==> src/rtl/sram_arbiter.sv <==
// Two-port round-robin arbiter in front of a single-port SRAM.
// One access at a time; read data captured SRAM_LATENCY edges after the strobe.
module sram_arbiter #(
  parameter int SRAM_LATENCY = 2
) (
  input  logic        clk,
  input  logic        rst_n,
  input  logic        req0,
  input  logic        req1,
  input  logic        we0,
  input  logic        we1,
  input  logic [11:0] addr0,
  input  logic [11:0] addr1,
  input  logic [7:0]  wdata0,
  input  logic [7:0]  wdata1,
  output logic        ack0,
  output logic        ack1,
  output logic [7:0]  rdata0,
  output logic [7:0]  rdata1,
  output logic        sram_wen,
  output logic        sram_sense_en,
  output logic [11:0] sram_addr,
  output logic [7:0]  sram_din,
  input  logic [7:0]  sram_dout,
  output logic        busy
);

  typedef enum logic [2:0] {
    IDLE,
    WRITE,
    READ,
    WAIT,
    DONE
  } state_t;

  state_t      state;
  state_t      state_nx;
  logic        owner;
  logic        last;
  logic [3:0]  cnt;
  logic        grant;
  logic        pick;
  logic        pick_we;

  // last == 1 means port 1 was granted last, so port 0 wins a tie
  assign pick    = (req0 & req1) ? ~last : req1;
  assign pick_we = pick ? we1 : we0;
  assign grant   = (state == IDLE) & (req0 | req1);

  always_comb begin
    state_nx = state;
    unique case (state)
      IDLE: begin
        if (req0 | req1) begin
          state_nx = pick_we ? WRITE : READ;
        end
      end
      WRITE: state_nx = DONE;
      READ:  state_nx = WAIT;
      WAIT: begin
        if (cnt == 4'd0) begin
          state_nx = DONE;
        end
      end
      DONE:    state_nx = IDLE;
      default: state_nx = IDLE;
    endcase
  end

  always_comb begin
    sram_wen      = (state == WRITE);
    sram_sense_en = (state == READ);
    ack0          = (state == DONE) & ~owner;
    ack1          = (state == DONE) & owner;
    busy          = (state != IDLE);
  end

  always_ff @(posedge clk) begin
    if (!rst_n) begin
      state     <= IDLE;
      owner     <= 1'b0;
      last      <= 1'b1;
      cnt       <= 4'd0;
      sram_addr <= 12'd0;
      sram_din  <= 8'd0;
      rdata0    <= 8'd0;
      rdata1    <= 8'd0;
    end else begin
      state <= state_nx;
      if (grant) begin
        owner     <= pick;
        last      <= pick;
        sram_addr <= pick ? addr1 : addr0;
        sram_din  <= pick ? wdata1 : wdata0;
      end
      if (state == READ) begin
        cnt <= 4'(SRAM_LATENCY - 1);
      end else if (state == WAIT && cnt != 4'd0) begin
        cnt <= cnt - 4'd1;
      end
      if (state == WAIT && cnt == 4'd0) begin
        if (owner) begin
          rdata1 <= sram_dout;
        end else begin
          rdata0 <= sram_dout;
        end
      end
    end
  end

endmodule
==> config.mk <==
export PLATFORM = sky130hd
export DESIGN_NAME = sram_arbiter
export DESIGN_NICKNAME = d
export VERILOG_FILES = /design/src/rtl/sram_arbiter.sv
export SDC_FILE = /design/constraint.sdc
export NUM_CORES = 1
export LEC_CHECK = 0
export ABC_AREA = 1
export CORE_MARGIN = 1
export CORE_UTILIZATION = 45
export CTS_CLUSTER_DIAMETER = 200
export DETAILED_ROUTE_END_ITERATION = 10
export PLACE_DENSITY = 0.86
export SETUP_SLACK_MARGIN = 0.05
export SLEW_MARGIN = 20
export SYNTH_ARGS = -nofsm -noshare
export SYNTH_HDL_FRONTEND = slang
export SYNTH_SLANG_ARGS = --single-unit
export TNS_END_PERCENT = 20
==> constraint.sdc <==
create_clock -name clk -period 3.1 [get_ports clk]
set_clock_uncertainty 0.1 [all_clocks]
set_input_delay 0.62 -clock clk [delete_from_list [all_inputs] [get_ports clk]]
set_output_delay 0.62 -clock clk [all_outputs]
set_load 0.01 [all_outputs]
# --- Yosys cells after proc, flatten, opt, wreduce, memory -nomap -nowiden ---
# Index checks and enable logic that the tools add are counted.
classes:
  shifts: 0
  n_div: 0
  bitwise: 8
  eq_ne: 6
  n_reduce_logical: 11
  n_addsub: 1
  multipliers: 0
  order_cmp: 0
  n_mux: 10
op_table:
  columns: ["op", "count"]
  rows:
  - ["12-bit 2-to-1 mux", 1]
  - ["3-bit one-hot mux with 4 select lines", 1]
  - ["8-bit 2-to-1 mux", 1]
  - ["3-bit by 2-bit equality test with 1-bit output (second input constant)", 2]
  - ["3-bit 2-to-1 mux", 2]
  - ["2-bit AND reduction", 3]
  - ["1-bit bitwise AND", 4]
  - ["4-bit zero test", 1]
  - ["1-bit 2-to-1 mux", 4]
  - ["4-bit nonzero test", 1]
  - ["4-bit by 1-bit subtractor with 4-bit output (second input constant)", 1]
  - ["3-bit by 1-bit equality test with 1-bit output (second input constant)", 1]
  - ["3-bit equality test (second input constant)", 1]
  - ["3-bit zero test", 1]
  - ["1-bit NOT", 3]
  - ["3-bit nonzero test", 1]
  - ["1-bit logical AND", 2]
  - ["2-bit 2-to-1 mux", 1]
  - ["2-bit by 1-bit inequality test with 1-bit output (second input constant)", 1]
  - ["2-bit inequality test (second input constant)", 1]
  - ["2-bit nonzero test", 1]
  - ["2-bit OR reduction", 1]
  - ["1-bit OR", 1]
totals:
  mem_count: 0
  wordCells: 45
  mem_bits_ro: 0
  output_inout_bits: 41
  ram_bits: 0
  reg_bits: 45
  inputBits: 54
  latch_bits: 0

# --- Depth between registers and ports, before layout ---
# Gate-level depths: netlist (run 1).
logic_depth:
  ltp_word: 6
  depth_mapped: 9
  depth_no_buf: 9

# --- Least setup slack after synthesis (run 1) ---
# No wires, ideal clock.
synth_timing:
  path_type: "input -> register"
  from: "input port req0"
  to: "register sram_din[0]"
  t_required_ns: 2.880
  n_path_buf: 1
  slack_ns: 1.672
  arrival_time_ns: 1.209
  cell_stages: 5
  cell_sequence: "nand2_1 > nand2_1 > buf_2 > a21oi_1 > a21oi_1"
synth_via:
  elab_chain_cells: 3
  elab_cells_between_ends: 5
  classes_between: "mux: 2; bitwise: 3"
synth_rtl:
  columns: ["item", "line_no", "source"]
  rows:
  - ["start: declaration", "8", "input logic req0,"]
  - ["1-bit bitwise AND", "46", "assign pick = (req0 & req1) ? ~last : req1;"]
  - ["1-bit 2-to-1 mux", "46", null]
  - ["8-bit 2-to-1 mux", "94", "sram_din <= pick ? wdata1 : wdata0;"]
  - ["end signal: assignment", "94", null]
  - ["end: declaration", "23", "output logic [7:0] sram_din,"]
# Parallel ways exist; a longest one is shown, timed or not.
# A chain may end at the register's enable or synchronous reset.

# --- Worst setup path in the final report (run 1) ---
layout_timing:
  from: "register state[2]"
  to: "output port sram_sense_en"
layout_via:
  elab_chain_cells: 1
layout_rtl:
  columns: ["item", "line_no", "source"]
  rows:
  - ["start: declaration", "36", "state_t state;"]
  - ["start signal: assignment", "89", "state <= state_nx;"]
  - ["3-bit by 2-bit equality test with 1-bit output", "72", "sram_sense_en = (state == READ);"]
  - ["end: declaration", "21", "output logic sram_sense_en,"]
# Every way passes these cells.

==> results.md, run 1 <==
* Worst skew pair latency at 0.29 ns
* Max Cap Viol at 0
* Worst Hold Launch: rdata1[5]
* Hpwl dp at 3682 µm
* Avg Vias per Cell at 4.988
* Top cell type's share of synthesized area at 0.4296
* RSZ-0062 raised after global routing: no
* Post-synthesis cell count at 263
* Arrival time at the worst endpoint at 1.60 ns
* Initial antenna violation count at 0
* Total GRT Usage at 0.2092
* Share of flip-flops with an asynchronous set or reset at 0
* Vias at 2,020
* Fillers at 357
* Final Setup Violations at 0
* Hold-fix buffers, CTS at 0
* Cells after DPL at 397
* Num rows at 24
* Worst EP required at 2.38 ns
* Global route total overflow at 0
* Synth unique cells at 23
* Detailed Route Iter0 Violations at 121
* Synth Cell Area at 2097 µm²
* Mux cell area share after synthesis at 0
* Pwr Total at 1.799 mW
* Pre-antenna DRT Iters at 4
* Largest area contributor in the netlist: dfxtp_1
* EDFF count, synth at 0
* Clock sinks at 45
* Hold violation count in the final report at 0
* Critical path's largest stage delay at 0.53 ns
* Area Growth Syn to Fin at 48.15%
* Resize count post-CTS at 0
* Largest net degree at the start of global routing at 25
* Max Slew Vio Count at 0
* Cts bufs inserted at 5
* Most common cell in the netlist: dfxtp_1
* Finished Cell Area at 3107 µm²
* Clock tree from TritonCTS: built
* Synth Area in Adders at 0.005967
* Synth Area in XOR/XNOR at 0.004177
* Yosys reg bits at 45
* DRC errors left at 0
* Root Buffer: clkbuf_8
* WL final at 4976 µm
* Routability cong. at 0.7659
* Syn Area/Cell at 7.973 µm²
* WHS Path Cells at 2
* Largest family of logic cells by synthesized area: compound AO/OA/AOI/OAI gates
* RR Endpoint: sram_din[0]
* Post-Syn Nets at 318
* Worst R2R Path Depth at 6
* CP delay by family, top: buffers and inverters
* Final WS setup at 0.7825 ns
* Slew margin rel. at 0.5670
* Post-synthesis sequential area ratio at 0.4296
* Routed length per placed instance at 12.29 µm
* CP Cell Sequence: inv_2 -> nand3_1 -> inv_1 -> clkdlybuf4s50_1
* Post-Place Setup Slack at 0.7335 ns
* Ys Warns at 0
* WHS Endpoint: rdata1[5]
* Post-layout nets at 407
* Layout cells sized above 1 at 0.1303
* Worst hold path type: flop to flop
* Reg2Reg Setup Slack at 1.44 ns
* Post-synth top cells: 45 x dfxtp_1, 44 x a21oi_1, 42 x nand2_1
* Buf/Inv on CP at 3
* Crit Reg-Reg Startpoint: state[1]
* N_diodes at 0
* Post-route ant nets at 0
* Placed inst area at 3013 µm²
* Post-Layout Cell Count at 405
* Slowest cell on the critical path: clkdlybuf4s50_1
* Post-CTS Setup Repair Bufs at 0
* Max frequency at 431.5 MHz
* Vias in the first global route at 1,894
* Synth Area in Compound Gates at 0.2757
* Worst-path clk slew at 0.09 ns
* Total power per unit cell area at 579.0 nW/µm²
* Max Buffers Root-to-Sink at 2
* Tmin final at 2.317 ns
* Die span in x at 70.27 µm
* Post-synthesis simple-gate area fraction at 0.1695
* Crit Path Class: flop to primary output
* CP Max Fanout at 6
* Core area at 4414 µm²
* Final worst path period share at 0.7476
* Startpoint Class: flop
* Global-route wire length before repair at 8452 µm
* # IOs at 95
* Die height at 70.27 µm
* Full die area at 4937 µm²
* Static Leakage at 1.201 nW
* Main area contributors after synthesis: dfxtp_1 43%, a21oi_1 11%, a21oi_2 7.5%, nand2_1 7.5%, o21ai_0 7.4%
* Outcome: complete, no violations
* CP Capture Type: primary output
* Setup TNS at 0 ns
* # H-tree levels at 2
* Initial Utilization at 0.4751
* Synth Flop Type: dfxtp_1
* Multi-input combinational cell area at 954.7 µm²
* Slew of the pin with the lowest slew margin at 0.6487 ns
* Port bufs at 94
* Sequential cell area at 900.9 µm²
* VDD IR-drop max at 0.3627 mV
==> cells in the final DEF (no fill, tap or decap), drive strengths merged <==
cell / Yosys / layout
a21oi: 62 / 62
buf: 12 / 2
clkbuf: 2 / 5
clkdlybuf4s50: 0 / 94
clkinvlp: 0 / 1
dfxtp: 45 / 45
ha: 1 / 1
inv: 35 / 37
nand2: 44 / 44
nand3: 14 / 14
nor2: 9 / 9
nor3: 1 / 1
o21ai: 37 / 37
xor2: 1 / 1
==> how the worst max path moves through the flow <==
stage / startpoint / end / slack (ns) / cells after the start
floorplan: req0 / sram_din[0] / 1.67 / 5
global placement: req1 / sram_din[0] / 0.79 / 6
detailed placement: req1 / sram_addr[7] / 0.73 / 6
CTS: state[2] / sram_sense_en / 0.77 / 4
global route: state[2] / sram_sense_en / 0.67 / 4
finish: state[2] / sram_sense_en / 0.78 / 4
==> stage by stage <==
stage               utilization  hold WS, ns
finish                   0.7038       0.3437
global route             0.7038       0.3722
CTS                      0.7038       0.3471
detailed placement       0.6825       0.3328
global placement         0.6825       0.3277
floorplan                     -       0.3287
==> per-layer routing <==
metal | global-route usage | vias to the layer above | wire length [µm]
met5 | 0 | - | 0
met4 | 0.04000 | 0 | 41
met3 | 0.05483 | 6 | 298
met2 | 0.3651 | 73 | 2448
met1 | 0.2589 | 897 | 2187
li1 | - | 1044 | -
==> registers in the layout, summed over array words and instances (netlist names) <==
signal     cells
last           1
owner          1
rdata0         8
sram_addr     12
rdata1         8
state          3
sram_din       8
cnt            4
==> kinds of logic after synthesis <==
logic type,Yosys count
and+or+nand+nor,68
DFF,45
xor gates and xnor gates,1
AOI/OAI and AO/OA,99
buffers and inverters,49
adders and majority gates,1
==> tightest hold or removal path, delay by kind of cell, from the launching register on <==
kind	cells	cell delay (ns)
flops	1	0.32
buf+inv	1	0.05
compound gates	1	0.05
==> cell type report <==
| class | instances | area share |
|---|---|---|
| repair buffers | 96 | 0.3077 |
| multi-input cells | 169 | 0.3073 |
| flip-flops and latches | 45 | 0.2900 |
| inverters | 35 | 0.04390 |
| clock buffers | 5 | 0.02215 |
| well taps | 52 | 0.02094 |
| clock inverters | 3 | 0.008055 |
==> report_power, final <==
part           leakage [nW]  internal [mW]  switching, mW
registers             0.369          0.674         0.0573
clock network        0.0452          0.164          0.209
logic                 0.787          0.334          0.359
(Power assumes the default switching activity.)
==> run 2: changes to the inputs <==
--- a/config.mk
+++ b/config.mk
@@ -7,10 +7,10 @@
 export LEC_CHECK = 0
 export ABC_AREA = 1
 export CORE_MARGIN = 1
-export CORE_UTILIZATION = 45
+export CORE_UTILIZATION = 37
 export CTS_CLUSTER_DIAMETER = 200
 export DETAILED_ROUTE_END_ITERATION = 10
-export PLACE_DENSITY = 0.86
+export PLACE_DENSITY = 0.75
 export SETUP_SLACK_MARGIN = 0.05
 export SLEW_MARGIN = 20
 export SYNTH_ARGS = -nofsm -noshare
==> constraint.sdc (replaced) <==
create_clock -name clk -period 2 [get_ports clk]
set_clock_uncertainty 0.1 [all_clocks]
set_input_delay 0.4 -clock clk [delete_from_list [all_inputs] [get_ports clk]]
set_output_delay 0.4 -clock clk [all_outputs]
set_load 0.01 [all_outputs]
==> results.md, run 2 (synthesized netlist as in run 1, its figures left out) <==
* Sw Pwr at 0.9790 mW
* Largest Register: sram_addr
* Final Setup Violations at 0
* Area Growth Syn to Fin at 52.33%
* Highest routed layer: met4
* Post-CTS Setup Repair Bufs at 0
* Post-Place Setup Slack at 0.1101 ns
* Routed length per placed instance at 12.09 µm
* Port bufs at 94
* Clock sinks at 45
* Full die area at 5973 µm²
* Root Buffer: clkbuf_8
* Core area at 5473 µm²
* Max Cap Viol at 0
* P_int at 1.850 mW
* DRC errors left at 0
* Worst skew pair latency at 0.29 ns
* # H-tree levels at 2
* Finished Cell Area at 3194 µm²
* CP delay by family, top: buffers and inverters
* Static Leakage at 1.243 nW
* Routability cong. at 0.7324
* Die height at 77.29 µm
* Hpwl dp at 3867 µm
* Post-route ant nets at 0
* Crit Path Class: flop to primary output
* CP Capture Type: primary output
* Met1 WL at 2265 µm
* Met2 Routed Length at 2611 µm
* Met3 Wirelength at 274 µm
* Total GRT Usage at 0.1794
* Switch share at 0.3460
* Die span in x at 77.29 µm
* Critical path's largest stage delay at 0.54 ns
* VDD IR-drop max at 0.4861 mV
* Largest net degree at the start of global routing at 42
* Max Slew Vio Count at 0
* Worst hold path type: flop to flop
* Post-Layout Cell Count at 429
* Clock power frac at 0.198
* Max Buffers Root-to-Sink at 2
* Cells after DPL at 421
* Pre-antenna DRT Iters at 4
* Tmin final at 1.876 ns
* Core Util, Final at 0.5837
* Outcome: complete, no violations
* Initial Utilization at 0.3832
* Startpoint Class: flop
* Vias at 2,017
* Num rows at 27
* Gate power share at 0.400
* RSZ-0062 raised after global routing: no
* Buf/Inv on CP at 2
* Placed inst area at 3105 µm²
* N_diodes at 0
* Global-route wire length before repair at 8645 µm
* Worst Hold Launch: rdata0[4]
* Clock tree from TritonCTS: built
* # IOs at 95
* Post-layout nets at 411
* Sequential Power Share at 0.402
* Slew margin rel. at 0.7705
* Detailed Route Iter0 Violations at 44
* Cts bufs inserted at 5
* WL final at 5188 µm
* Critical Path Start: state[2]
* Avg Vias per Cell at 4.702
* Final WS setup at 0.1239 ns
* Final worst path period share at 0.9381
* Most common cell after layout, fill and taps aside: clkdlybuf4s50_1
* Largest register FFs at 12
* Hold violation count in the final report at 0
* Worst-path clk slew at 0.09 ns
* Max frequency at 533.0 MHz
* Total power per unit cell area at 885.8 nW/µm²
* Layout cells sized above 1 at 0.1457
* CP Cell Sequence: inv_2 -> nand3_4 -> clkdlybuf4s50_1
* CP Max Fanout at 3
* Vias in the first global route at 1,945
* Slew of the pin with the lowest slew margin at 0.3443 ns
* Global route total overflow at 0
* Initial antenna violation count at 0
* Arrival time at the worst endpoint at 1.38 ns
* Crit Reg-Reg Startpoint: cnt[0]
* Most frequent cells in the layout: 90 x clkdlybuf4s50_1, 44 x a21oi_1, 43 x dfxtp_1
* Slowest cell on the critical path: clkdlybuf4s50_1
* Worst EP required at 1.50 ns
* Setup TNS at 0 ns
-- run 2: changes by cell type in the layout (fill, tap and decap cells not counted), sizes merged --
cell / before / now
clkdlybuf4s50: 94 / 90
inv: 37 / 35
clkinvlp: 1 / 3
buf: 2 / 6
dlygate4sd2: 0 / 4
-- run 2: cell type report --
type,count,area (µm²)
timing repair buffer,100,1018
multi-input combinational,169,954.7
sequential,45,903.4
inverter,35,136.4
clock inverter,3,22.52
clock buffer,5,68.82
fill,505,2278
tap,72,90.09
-- run 2: worst min-delay path: stages, from the launching register on --
cell and delay, ns:
dfxtp_1 0.32, inv_1 0.04, a21oi_1 0.05
-- run 2: final timing paths --
path                                   to  slack, ns  depth (start not counted)
worst max register to register  rdata0[2]       0.49                          7
worst min register to register  rdata0[4]       0.35                          2
worst min-delay path            rdata0[4]       0.35                          2
worst max-delay path                 busy       0.12                          3
-- run 2: through the flow --
step,total power [mW],hold slack (ns)
2_1_floorplan,1.793,0.3287
6_report,2.829,0.3466
3_3_place_gp,2.276,0.3270
5_1_grt,3.018,0.3640
3_5_place_dp,2.296,0.3339
4_1_cts,2.856,0.3481
-- run 2: repair_timing --
item | 4_1_cts | 5_1_grt
setup endpoints to repair | 4 | 1
gates resized for setup | 4 | 2
hold buffers | 0 | 0
endpoints found under the hold margin | 0 | 0
-- run 2: power groups by stage --
| stage | registers (mW) | clock network (mW) | logic, mW |
|---|---|---|---|
| CTS | 1.13 | 0.582 | 1.14 |
| finish | 1.14 | 0.560 | 1.13 |
| global placement | 1.15 | 0 | 1.13 |
| detailed placement | 1.15 | 0 | 1.15 |
| global route | 1.15 | 0.633 | 1.23 |
| floorplan | 1.20 | 0 | 0.595 |
-- run 2: routing by layer --
layer / global-route usage / up-vias
li1: - / 1048
met1: 0.2087 / 910
met2: 0.3221 / 55
met3: 0.05476 / 4
met4: 0.03396 / 0
met5: 0 / -
